[config.mk]
export PLATFORM = sky130hd
export DESIGN_NAME = activation_unit
export DESIGN_NICKNAME = d
export VERILOG_FILES = /design/src/rtl/nn_pkg.sv /design/src/rtl/act_lane.sv /design/src/rtl/activation_unit.sv
export SDC_FILE = /design/constraint.sdc
export NUM_CORES = 2
export LEC_CHECK = 0
export CAP_MARGIN = 0
export CORE_MARGIN = 1.5
export CORE_UTILIZATION = 51
export CTS_CLUSTER_SIZE = 12
export DETAILED_ROUTE_END_ITERATION = 10
export PLACE_DENSITY = 0.8
export SYNTH_ARGS = -nofsm -noshare
export SYNTH_HDL_FRONTEND = slang
export SYNTH_SLANG_ARGS = --single-unit
[constraint.sdc]
create_clock -name clk -period 5.5 [get_ports clk]
set_input_delay 0.55 -clock clk [delete_from_list [all_inputs] [get_ports clk]]
set_output_delay 0.55 -clock clk [all_outputs]
set_load 0.05 [all_outputs]
[src/rtl/nn_pkg.sv]
// Shared types and default widths for the neural-net activation datapath.
package nn_pkg;

    typedef enum logic [1:0] {
        NONE  = 2'd0,
        RELU  = 2'd1,
        LEAKY = 2'd2
    } act_mode_t;

    localparam int N_CH_DEF       = 10;
    localparam int IN_W_DEF       = 26;
    localparam int B_W_DEF        = 9;
    localparam int OUT_W_DEF      = 8;
    localparam int SHIFT_DEF      = 4;
    localparam int LEAK_SHIFT_DEF = 3;
    localparam int SAT_CNT_W      = 16;

endpackage

[src/rtl/act_lane.sv]
// One neuron lane: S1 bias add register, S2 activation/requantise/saturate register.
module act_lane
    import nn_pkg::*;
#(
    parameter int IN_W       = IN_W_DEF,
    parameter int B_W        = B_W_DEF,
    parameter int OUT_W      = OUT_W_DEF,
    parameter int SHIFT      = SHIFT_DEF,
    parameter int LEAK_SHIFT = LEAK_SHIFT_DEF
) (
    input  logic                    clk,
    input  logic                    rst,
    input  logic                    s1_load,
    input  logic                    s2_load,
    input  act_mode_t               mode,
    input  logic signed [IN_W-1:0]  acc,
    input  logic signed [B_W-1:0]   bias,
    output logic signed [OUT_W-1:0] y_q,
    output logic                    sat
);

    localparam int XW = IN_W + 2;
    localparam logic signed [XW-1:0] RND  = XW'((64'd1 << SHIFT) >> 1);
    localparam logic signed [XW-1:0] MAXV = XW'((64'd1 << (OUT_W - 1)) - 64'd1);
    localparam logic signed [XW-1:0] MINV = -MAXV - XW'(1);

    logic signed [IN_W:0]      sum_q;
    logic signed [XW-1:0]      sum_x, y, r;
    logic signed [OUT_W-1:0]   y_d;

    always_ff @(posedge clk) begin
        if (rst)
            sum_q <= '0;
        else if (s1_load)
            sum_q <= {acc[IN_W-1], acc} + {{(IN_W + 1 - B_W){bias[B_W-1]}}, bias};
    end

    always_comb begin
        sum_x = {sum_q[IN_W], sum_q};
        case (mode)
            RELU:    y = (sum_q > 0) ? sum_x : '0;
            LEAKY:   y = sum_q[IN_W] ? (sum_x >>> LEAK_SHIFT) : sum_x;
            default: y = sum_x;
        endcase
        // Round half up, then floor via arithmetic shift.
        r   = (y + RND) >>> SHIFT;
        sat = 1'b0;
        y_d = r[OUT_W-1:0];
        if (r > MAXV) begin
            sat = 1'b1;
            y_d = MAXV[OUT_W-1:0];
        end else if (r < MINV) begin
            sat = 1'b1;
            y_d = MINV[OUT_W-1:0];
        end
    end

    always_ff @(posedge clk) begin
        if (rst)
            y_q <= '0;
        else if (s2_load)
            y_q <= y_d;
    end

endmodule

[src/rtl/activation_unit.sv]
// Two-stage bias/activation/requantise pipeline over N_CH lanes with valid/ready flow.
// Optional saturation counter port enabled by defining ACT_SAT_COUNT_EN.
module activation_unit
    import nn_pkg::*;
#(
    parameter int N_CH       = N_CH_DEF,
    parameter int IN_W       = IN_W_DEF,
    parameter int B_W        = B_W_DEF,
    parameter int OUT_W      = OUT_W_DEF,
    parameter int SHIFT      = SHIFT_DEF,
    parameter int LEAK_SHIFT = LEAK_SHIFT_DEF
) (
    input  logic                    clk,
    input  logic                    rst,
    input  logic                    in_valid,
    output logic                    in_ready,
    input  logic [1:0]              mode,
    input  logic [N_CH*IN_W-1:0]    acc_in,
    input  logic [N_CH*B_W-1:0]     bias_in,
    output logic                    out_valid,
    input  logic                    out_ready,
    output logic [N_CH*OUT_W-1:0]   out_data
`ifdef ACT_SAT_COUNT_EN
    ,
    output logic [SAT_CNT_W-1:0]    sat_count
`endif
);

    logic [N_CH-1:0][IN_W-1:0]  acc_v;
    logic [N_CH-1:0][B_W-1:0]   bias_v;
    logic [N_CH-1:0][OUT_W-1:0] out_v;
    logic [N_CH-1:0]            sat_v;
    logic [2:1]                 vld_pipe;
    logic                       s1_load, s2_load;
    act_mode_t                  mode_q;

    assign acc_v    = acc_in;
    assign bias_v   = bias_in;
    assign out_data = out_v;

    // S2 may refill in the same cycle it drains, giving full throughput.
    assign s2_load   = vld_pipe[1] && (!vld_pipe[2] || out_ready);
    assign s1_load   = !vld_pipe[1] || s2_load;
    assign in_ready  = s1_load;
    assign out_valid = vld_pipe[2];

    always_ff @(posedge clk) begin
        if (rst) begin
            vld_pipe <= '0;
            mode_q   <= NONE;
        end else begin
            if (s1_load) begin
                vld_pipe[1] <= in_valid;
                mode_q      <= act_mode_t'(mode);
            end
            if (s2_load)
                vld_pipe[2] <= 1'b1;
            else if (out_ready)
                vld_pipe[2] <= 1'b0;
        end
    end

    for (genvar i = 0; i < N_CH; i++) begin : g_lane
        act_lane #(
            .IN_W      (IN_W),
            .B_W       (B_W),
            .OUT_W     (OUT_W),
            .SHIFT     (SHIFT),
            .LEAK_SHIFT(LEAK_SHIFT)
        ) u_lane (
            .clk    (clk),
            .rst    (rst),
            .s1_load(s1_load),
            .s2_load(s2_load),
            .mode   (mode_q),
            .acc    (acc_v[i]),
            .bias   (bias_v[i]),
            .y_q    (out_v[i]),
            .sat    (sat_v[i])
        );
    end

`ifdef ACT_SAT_COUNT_EN
    localparam int CNT_W = $clog2(N_CH + 1);

    logic [CNT_W-1:0]     n_sat;
    logic [SAT_CNT_W:0]   sat_sum;

    always_comb begin
        n_sat = '0;
        for (int i = 0; i < N_CH; i++)
            n_sat = n_sat + CNT_W'(sat_v[i]);
        sat_sum = {1'b0, sat_count} + (SAT_CNT_W + 1)'(n_sat);
    end

    always_ff @(posedge clk) begin
        if (rst)
            sat_count <= '0;
        else if (s2_load)
            sat_count <= sat_sum[SAT_CNT_W] ? '1 : sat_sum[SAT_CNT_W-1:0];
    end
`else
    logic unused_sat;
    assign unused_sat = ^sat_v;
`endif

endmodule

Yosys cells after proc, flatten, opt, wreduce, memory -nomap -nowiden
Cells that the tools add are included.
{ "classes": {"add_sub_neg": 20, "multipliers": 0, "div_mod_pow": 0, "magnitude_cmp": 30, "n_eq_ne": 2, "shifts": 0, "muxes": 52, "bitwise": 0, "n_reduce_logical": 6} }
{ "op_table": {"columns": ["op", "n"], "rows": [
  ["$mux 28", 20],
  ["$pmux 28 s2", 10],
  ["$add 28x5->28 const B", 10],
  ["$add 26x9->27", 10],
  ["$gt 27x1->1 const B", 10],
  ["$gt 24x8->1 const B", 10],
  ["$lt 24x8->1 const B", 10],
  ["$mux 8", 20],
  ["$eq 2x1->1 const B", 1],
  ["$eq 2x2->1 const B", 1],
  ["$logic_not 1->1", 2],
  ["$logic_or 1x1->1", 2],
  ["$mux 1", 2],
  ["$reduce_bool 2->1", 1],
  ["$logic_and 1x1->1", 1]
]} }
{ "word_totals": {"reg_bits": 354, "latch_bits": 0, "ram_bits": 0, "rom_bits": 0, "input_bits": 356, "wordCells": 133, "mem_count": 0} }

Depth between registers and ports, before layout
{ "logic_depth": {"depth_word": 7, "ltp_mapped": 23, "ltp_nobuf": 19} }

Cells and area by module
Synthesis repeated with hierarchy kept, for this count alone.
{ "hier_totals": {"cells_unflattened": 4804, "area_unflattened_um2": 37494.7} }
{ "modules_own_cells": {"columns": ["mod", "instances", "cells_each", "area_each_um2", "seq_area_each_um2"], "rows": [
  ["act_lane at g_lane[0].u_lane ...", 9, 477, 3737.3, 700.7],
  ["act_lane at g_lane[3].u_lane", 1, 493, 3686.0, 700.7],
  ["activation_unit", 1, 18, 172.7, 80.1]
]} }

Worst setup path before layout
No wires, ideal clock.
{ "synth_path": {"path_type": "reg-to-reg", "start": "register mode_q[0]", "end": "register g_lane[5].u_lane.y_q[0]", "setup_ps": 141, "arrival_ps": 4534, "t_required_ps": 5359, "slack_ps": 825, "stages_incl_launch_ff": 24, "path_buffers": 4, "path_cell_list": "dfxtp_1 -> inv_1 -> ha_1 -> buf_4 -> buf_6 -> buf_6 -> buf_2 -> nand2b_1 -> nor3_1 -> a21oi_1 -> a31o_2 -> inv_1 -> ha_1 -> o21ai_1 -> or4_4 -> nand2b_4 -> a221oi_4 -> nand2_1 -> xor2_1 -> or4_1 -> nor4_1 -> nand4_1 -> nor3_2 -> o32ai_1"} }
{ "synth_between": {"elab_chain_len": 6, "elab_cells_between_ends": 8, "cone_classes": "add/sub: 1; order compare: 2; eq/ne: 2; mux: 3"} }
{ "synth_rtl": {"columns": ["element", "line_no", "rtl"], "rows": [
  ["start, declared", "activation_unit.sv:35", "act_mode_t mode_q;"],
  ["start signal, assigned", "activation_unit.sv:54", "mode_q <= act_mode_t'(mode);"],
  ["$eq 2x2->1 / $eq 2x1->1 (equally long branches)", "act_lane.sv:40", "case (mode)"],
  ["$pmux 28 s2 *", "act_lane.sv:40", null],
  ["$add 28x5->28 *", "act_lane.sv:46", "r = (y + RND) >>> SHIFT;"],
  ["$lt 24x8->1", "act_lane.sv:52", "end else if (r < MINV) begin"],
  ["$mux 8", "act_lane.sv:52", null],
  ["$mux 8 *", "act_lane.sv:49", "if (r > MAXV) begin"],
  ["end signal, assigned", "act_lane.sv:62", "y_q <= y_d;"],
  ["end, declared", "act_lane.sv:18", "output logic signed [OUT_W-1:0] y_q,"]
]} }
Mark *: on every way between the ends. The rest lies on a longest branch, timed or not.
A chain may end at the register's enable or synchronous reset.

Final worst setup path
{ "layout_path": {"start": "register mode_q[0]", "end": "register g_lane[5].u_lane.y_q[2]"} }
Same word-level chain as after synthesis.

==> report_table.html <==
<table>
<tr><th>Metric</th><th>Value</th></tr>
<tr><th colspan="2">Global routing</th></tr>
<tr><td>GRT Overall Usage</td><td>between 30% and 40%</td></tr>
<tr><td>Global-route wire length before repair</td><td>approximately 180000 um</td></tr>
<tr><td>Antenna violations before repair</td><td>2</td></tr>
<tr><td>Global route total overflow</td><td>0</td></tr>
<tr><td>Maximum number of pins on one net before global-route repair</td><td>about 160</td></tr>
<tr><td>Vias in the first global route</td><td>around 36000</td></tr>
<tr><th colspan="2">Logic synthesis</th></tr>
<tr><td>Count of synthesis-stage warnings from yosys</td><td>0</td></tr>
<tr><td>Netlist Area Pre-Place</td><td>around 36000 um^2</td></tr>
<tr><td>Post-synthesis cell type count</td><td>119</td></tr>
<tr><td>Average cell area after synthesis</td><td>7.176 um^2</td></tr>
<tr><td>Synthesized Nets</td><td>5612</td></tr>
<tr><td>Post-synthesis instance total</td><td>about 5000</td></tr>
<tr><td>EDFF count, synth</td><td>0</td></tr>
<tr><td>Number of storage elements in the synthesis netlist</td><td>354</td></tr>
<tr><td>Leading register cell type out of synthesis</td><td>sky130_fd_sc_hd__dfxtp_1</td></tr>
<tr><td>Sequential area share after synthesis</td><td>roughly a fifth</td></tr>
<tr><td>Share of synthesized flip-flops with an asynchronous set or reset</td><td>0%</td></tr>
<tr><th colspan="2">Pwr</th></tr>
<tr><td>Switching power</td><td>3.849 mW</td></tr>
<tr><td>Combinational fraction of design power</td><td>between 30% and 40%</td></tr>
<tr><td>Register share of total power</td><td>33.6%</td></tr>
<tr><td>VDD IR max</td><td>between 0.15 and 0.2 mV</td></tr>
<tr><td>Internal cell power</td><td>6.401 mW</td></tr>
<tr><td>Net Sw Frac</td><td>37.55%</td></tr>
<tr><td>Clock network power share</td><td>29.3%</td></tr>
<tr><td>Power per cell area</td><td>roughly 240 nW/um^2</td></tr>
<tr><td>Post-layout total power</td><td>about 10 mW</td></tr>
<tr><td>Leakage</td><td>between 15 and 20 nW</td></tr>
<tr><th colspan="2">Job</th></tr>
<tr><td>Number of max-capacitance violations reported</td><td>0</td></tr>
<tr><th colspan="2">Drt</th></tr>
<tr><td>Detailed Route Iter0 Violations</td><td>3056</td></tr>
<tr><td>Wire length per cell</td><td>18.14 um</td></tr>
<tr><td>Routed wire length</td><td>112800 um</td></tr>
<tr><td>DRC viols</td><td>0</td></tr>
<tr><td>Mean number of vias per cell</td><td>a little over 6</td></tr>
<tr><td>Count of TritonRoute iterations in the first routing pass</td><td>6</td></tr>
<tr><td>Post-detailed-route count of antenna-violating nets</td><td>0</td></tr>
<tr><td>Via Count</td><td>38600</td></tr>
<tr><th colspan="2">Worst setup path</th></tr>
<tr><td>WS Path Type</td><td>flop to flop</td></tr>
<tr><td>Signal arrival time at the worst endpoint</td><td>~5400 ps</td></tr>
<tr><td>Nature of the critical path endpoint</td><td>flop</td></tr>
<tr><td>Slowest Stage Delay on Critical Path</td><td>~530 ps</td></tr>
<tr><td>Worst path most repeated cell</td><td>sky130_fd_sc_hd__inv_1</td></tr>
<tr><td>Largest driver fanout on the critical path</td><td>14</td></tr>
<tr><td>Critical R2R Launch</td><td>mode_q[0]$_SDFFE_PP0P_</td></tr>
<tr><td>CP max stage cell</td><td>sky130_fd_sc_hd__or4_4</td></tr>
<tr><td>CP Data Required Time</td><td>5930 ps</td></tr>
<tr><td>Count of cells along the worst register-to-register path</td><td>20</td></tr>
<tr><td>Startpoint type of the worst setup path</td><td>flop</td></tr>
<tr><td>Cell chain of the critical path</td><td>inv_1 &gt; ha_4 &gt; buf_4 &gt; nand2b_1 &gt; nor3_1 &gt; a21oi_1 &gt; a31o_2 &gt; inv_1 &gt; ha_1 &gt; o21ai_1 &gt; or4_4 &gt; nand2b_4 &gt; a221oi_4 &gt; nand2_1 &gt; xor2_1 &gt; or4_1 &gt; nor4_1 &gt; nand4_1 &gt; nor3_2 &gt; o32ai_1</td></tr>
<tr><td>R2R Path End</td><td>g_lane[5].u_lane.y_q[2]$_SDFFE_PP0P_</td></tr>
<tr><td>Worst reg-to-reg setup slack</td><td>approximately 520 ps</td></tr>
<tr><th colspan="2">Placed design</th></tr>
<tr><td>Routability cong.</td><td>~0.99</td></tr>
<tr><td>Dpl hpwl</td><td>between 80000 and 90000 um</td></tr>
<tr><td>PortBufs</td><td>around 440</td></tr>
<tr><td>Setup Slack @ Placement</td><td>596.6 ps</td></tr>
<tr><th colspan="2">Finish</th></tr>
<tr><td>Sequential Area</td><td>7087 um^2</td></tr>
<tr><td>Layout cells sized above 1</td><td>4.557%</td></tr>
<tr><td>Area added between synthesis and finish</td><td>18.09%</td></tr>
<tr><td>Final nets</td><td>5892</td></tr>
<tr><td>Layout Utilization</td><td>61.14%</td></tr>
<tr><td>Combined area of the multi-input logic cells</td><td>approximately 27000 um^2</td></tr>
<tr><td>Fill count</td><td>around 6400</td></tr>
<tr><th colspan="2">Timing</th></tr>
<tr><td>Period minus WS final</td><td>around 5000 ps</td></tr>
<tr><td>Worst-Margin Slew</td><td>1090 ps</td></tr>
<tr><td>Achievable clock frequency</td><td>200.8 MHz</td></tr>
<tr><td>Final WS setup</td><td>520.9 ps</td></tr>
<tr><td>Sum of negative setup slack</td><td>0 ps</td></tr>
<tr><td>Final period util</td><td>just over 90%</td></tr>
<tr><td>Setup repair after global routing missed its margin</td><td>false</td></tr>
<tr><td>Worst slew margin relative to its limit</td><td>between 20 and 30%</td></tr>
<tr><td>Number of hold violations in the final report</td><td>0</td></tr>
<tr><td>Setup violators final</td><td>0</td></tr>
<tr><td>Number of pins exceeding their max-slew limit in the final report</td><td>0</td></tr>
<tr><td>Post-route clock skew</td><td>20.25 ps</td></tr>
<tr><td>Worst hold margin</td><td>approximately 450 ps</td></tr>
<tr><th colspan="2">Hold path</th></tr>
<tr><td>Startpoint of the lowest-slack hold path</td><td>g_lane[2].u_lane.sum_q[0]$_SDFFE_PP0P_</td></tr>
<tr><td>Min-Delay Path Depth</td><td>2</td></tr>
<tr><td>Worst min-delay path endpoint</td><td>g_lane[2].u_lane.sum_q[0]$_SDFFE_PP0P_</td></tr>
<tr><td>Worst min-delay path category</td><td>flop to flop</td></tr>
<tr><th colspan="2">Clocking</th></tr>
<tr><td>Worst-case clock buffer depth</td><td>3</td></tr>
<tr><td>Total CTS buffers</td><td>43</td></tr>
<tr><td>Resized Gates After CTS</td><td>0</td></tr>
<tr><td>Clk sinks</td><td>between 300 and 400</td></tr>
<tr><td>Clock transition at the registers of the reported paths</td><td>approximately 60 ps</td></tr>
<tr><td>Count of H-tree levels built during CTS</td><td>2</td></tr>
<tr><td>Number of setup buffers added after CTS</td><td>0</td></tr>
<tr><td>Total of hold buffers inserted after clock tree synthesis</td><td>0</td></tr>
<tr><td>Clock insertion delay at the later pin of the skew report</td><td>between 500 and 600 ps</td></tr>
<tr><td>Clock tree from TritonCTS</td><td>done</td></tr>
<tr><td>Clock root buffer</td><td>sky130_fd_sc_hd__clkbuf_16</td></tr>
<tr><th colspan="2">Floorplan</th></tr>
<tr><td>Die height</td><td>around 270 um</td></tr>
<tr><td>Die width</td><td>267.6 um</td></tr>
<tr><td>Full die area</td><td>a little over 70000 um^2</td></tr>
<tr><td>Core Box Area</td><td>68950 um^2</td></tr>
<tr><td>Count of standard-cell rows</td><td>96</td></tr>
<tr><td>Initial core utilization</td><td>roughly half</td></tr>
<tr><td>Total I/O pin count</td><td>between 400 and 500</td></tr>
<tr><th colspan="2">Outcome</th></tr>
<tr><td>Status</td><td>completed</td></tr>
</table>
[cell usage after synthesis (55+ instances only)]
master                       n  area, um^2
sky130_fd_sc_hd__nand2_1   741        2781
sky130_fd_sc_hd__a21oi_1   482        2412
sky130_fd_sc_hd__dfxtp_1   354        7087
sky130_fd_sc_hd__nor2_1    354        1329
sky130_fd_sc_hd__o21ai_0   327        1637
sky130_fd_sc_hd__ha_1      272        3403
sky130_fd_sc_hd__xnor2_1   210        1839
sky130_fd_sc_hd__clkbuf_1  196       735.7
sky130_fd_sc_hd__nand3_1   164       820.8
sky130_fd_sc_hd__nor3_1    144       720.7
sky130_fd_sc_hd__inv_1     122       457.9
sky130_fd_sc_hd__xor2_1    105       919.6
sky130_fd_sc_hd__a21o_1     92       690.7
sky130_fd_sc_hd__nor4_1     83       519.3
sky130_fd_sc_hd__a22oi_1    76       570.6
sky130_fd_sc_hd__and2_1     65       406.6
sky130_fd_sc_hd__a22o_1     63       551.8
sky130_fd_sc_hd__nand2b_1   62       387.9
sky130_fd_sc_hd__or3_1      61       381.6
sky130_fd_sc_hd__a211oi_1   60       450.4
sky130_fd_sc_hd__a31oi_1    56       350.3
sky130_fd_sc_hd__nand4_1    55       344.1
[cell type report]
cell class | count | share of cell area, %
clock buffers | 64 | 2.983
flip-flops and latches | 354 | 16.81
well taps | 931 | 2.764
clock inverters | 15 | 0.5165
multi-input cells | 4231 | 64.19
repair buffers | 501 | 11.62
diodes | 1 | 0.005937
inverters | 123 | 1.113
[worst max-delay path by stage]
| stage | from | end | slack, ps | depth (start not counted) |
|---|---|---|---|---|
| floorplan | mode_q[0]$_SDFFE_PP0P_ | g_lane[5].u_lane.y_q[0]$_SDFFE_PP0P_ | 830 | 23 |
| CTS | mode_q[0]$_SDFFE_PP0P_ | g_lane[5].u_lane.y_q[2]$_SDFFE_PP0P_ | 590 | 20 |
| detailed placement | mode_q[0]$_SDFFE_PP0P_ | g_lane[5].u_lane.y_q[2]$_SDFFE_PP0P_ | 600 | 20 |
| global route | mode_q[0]$_SDFFE_PP0P_ | g_lane[5].u_lane.y_q[1]$_SDFFE_PP0P_ | 240 | 20 |
| global placement | mode_q[0]$_SDFFE_PP0P_ | g_lane[5].u_lane.y_q[3]$_SDFFE_PP0P_ | 700 | 20 |
| finish | mode_q[0]$_SDFFE_PP0P_ | g_lane[5].u_lane.y_q[2]$_SDFFE_PP0P_ | 520 | 20 |
[sequential cells by signal, summed over array words and instances, names as in the netlist]
name,cells
mode_q,2
g_lane.u_lane.y_q,80
g_lane.u_lane.sum_q,270
vld_pipe,2
[power groups by stage]
stage / combinational (mW) / clock, mW / sequential (mW)
after floorplan: 2.62 / 0 / 3.40
after global placement: 3.70 / 0 / 3.46
after detailed placement: 3.74 / 0 / 3.47
after CTS: 3.77 / 3.03 / 3.42
after global routing: 4.20 / 3.14 / 3.49
final: 3.81 / 3.00 / 3.44
[routing by layer]
layer	vias up	share of wire [%]	GRT usage, %
li1	18940	-	-
met1	17950	44	39.77
met2	1459	46	50.35
met3	254	6.9	4.064
met4	2	3.6	11.50
met5	-	0.0062	0
[cells in the final DEF (no fill, tap or decap), drive strengths merged, types with 125 or more instances in the layout]
cell	Yosys	final
nand2	741	741
o21ai	340	340
nor3	147	147
nand3	165	165
clkdlybuf4s50	0	436
dfxtp	354	354
xnor2	210	210
inv	123	125
ha	272	272
nor2	354	354
a21oi	486	486
[logic make-up (layout without fill, tap and decap cells)]
logic type      Yosys count  in the layout  share of synthesized area [%]
flops                   354            354                          19.85
compound gates         1612           1612                          29.63
simple gates           1996           1996                          27.46
buf+inv                 389            703                          4.490
xor+xnor                315            315                          7.729
other cells               0              1                              0
fa+ha+maj               282            282                          10.09
mux                      26             26                         0.7466
[worst max-delay path, delay by kind of cell (launching register included)]
kind,cells,cell delay [ps]
AOI/OAI and AO/OA,5,820
xor gates and xnor gates,1,160
and+or+nand+nor,9,2640
adders and majority gates,2,480
buffers and inverters,3,370
DFF,1,360
[stage by stage]
step / instance area [um^2] / std cells
after global routing: 42150 / 6220
final: 42150 / 6220
after floorplan: 35700 / 4974
after CTS: 42150 / 6219
after detailed placement: 40670 / 6140
after global placement: 40670 / 6140
No activity file was read; power rests on OpenSTA's default activity.
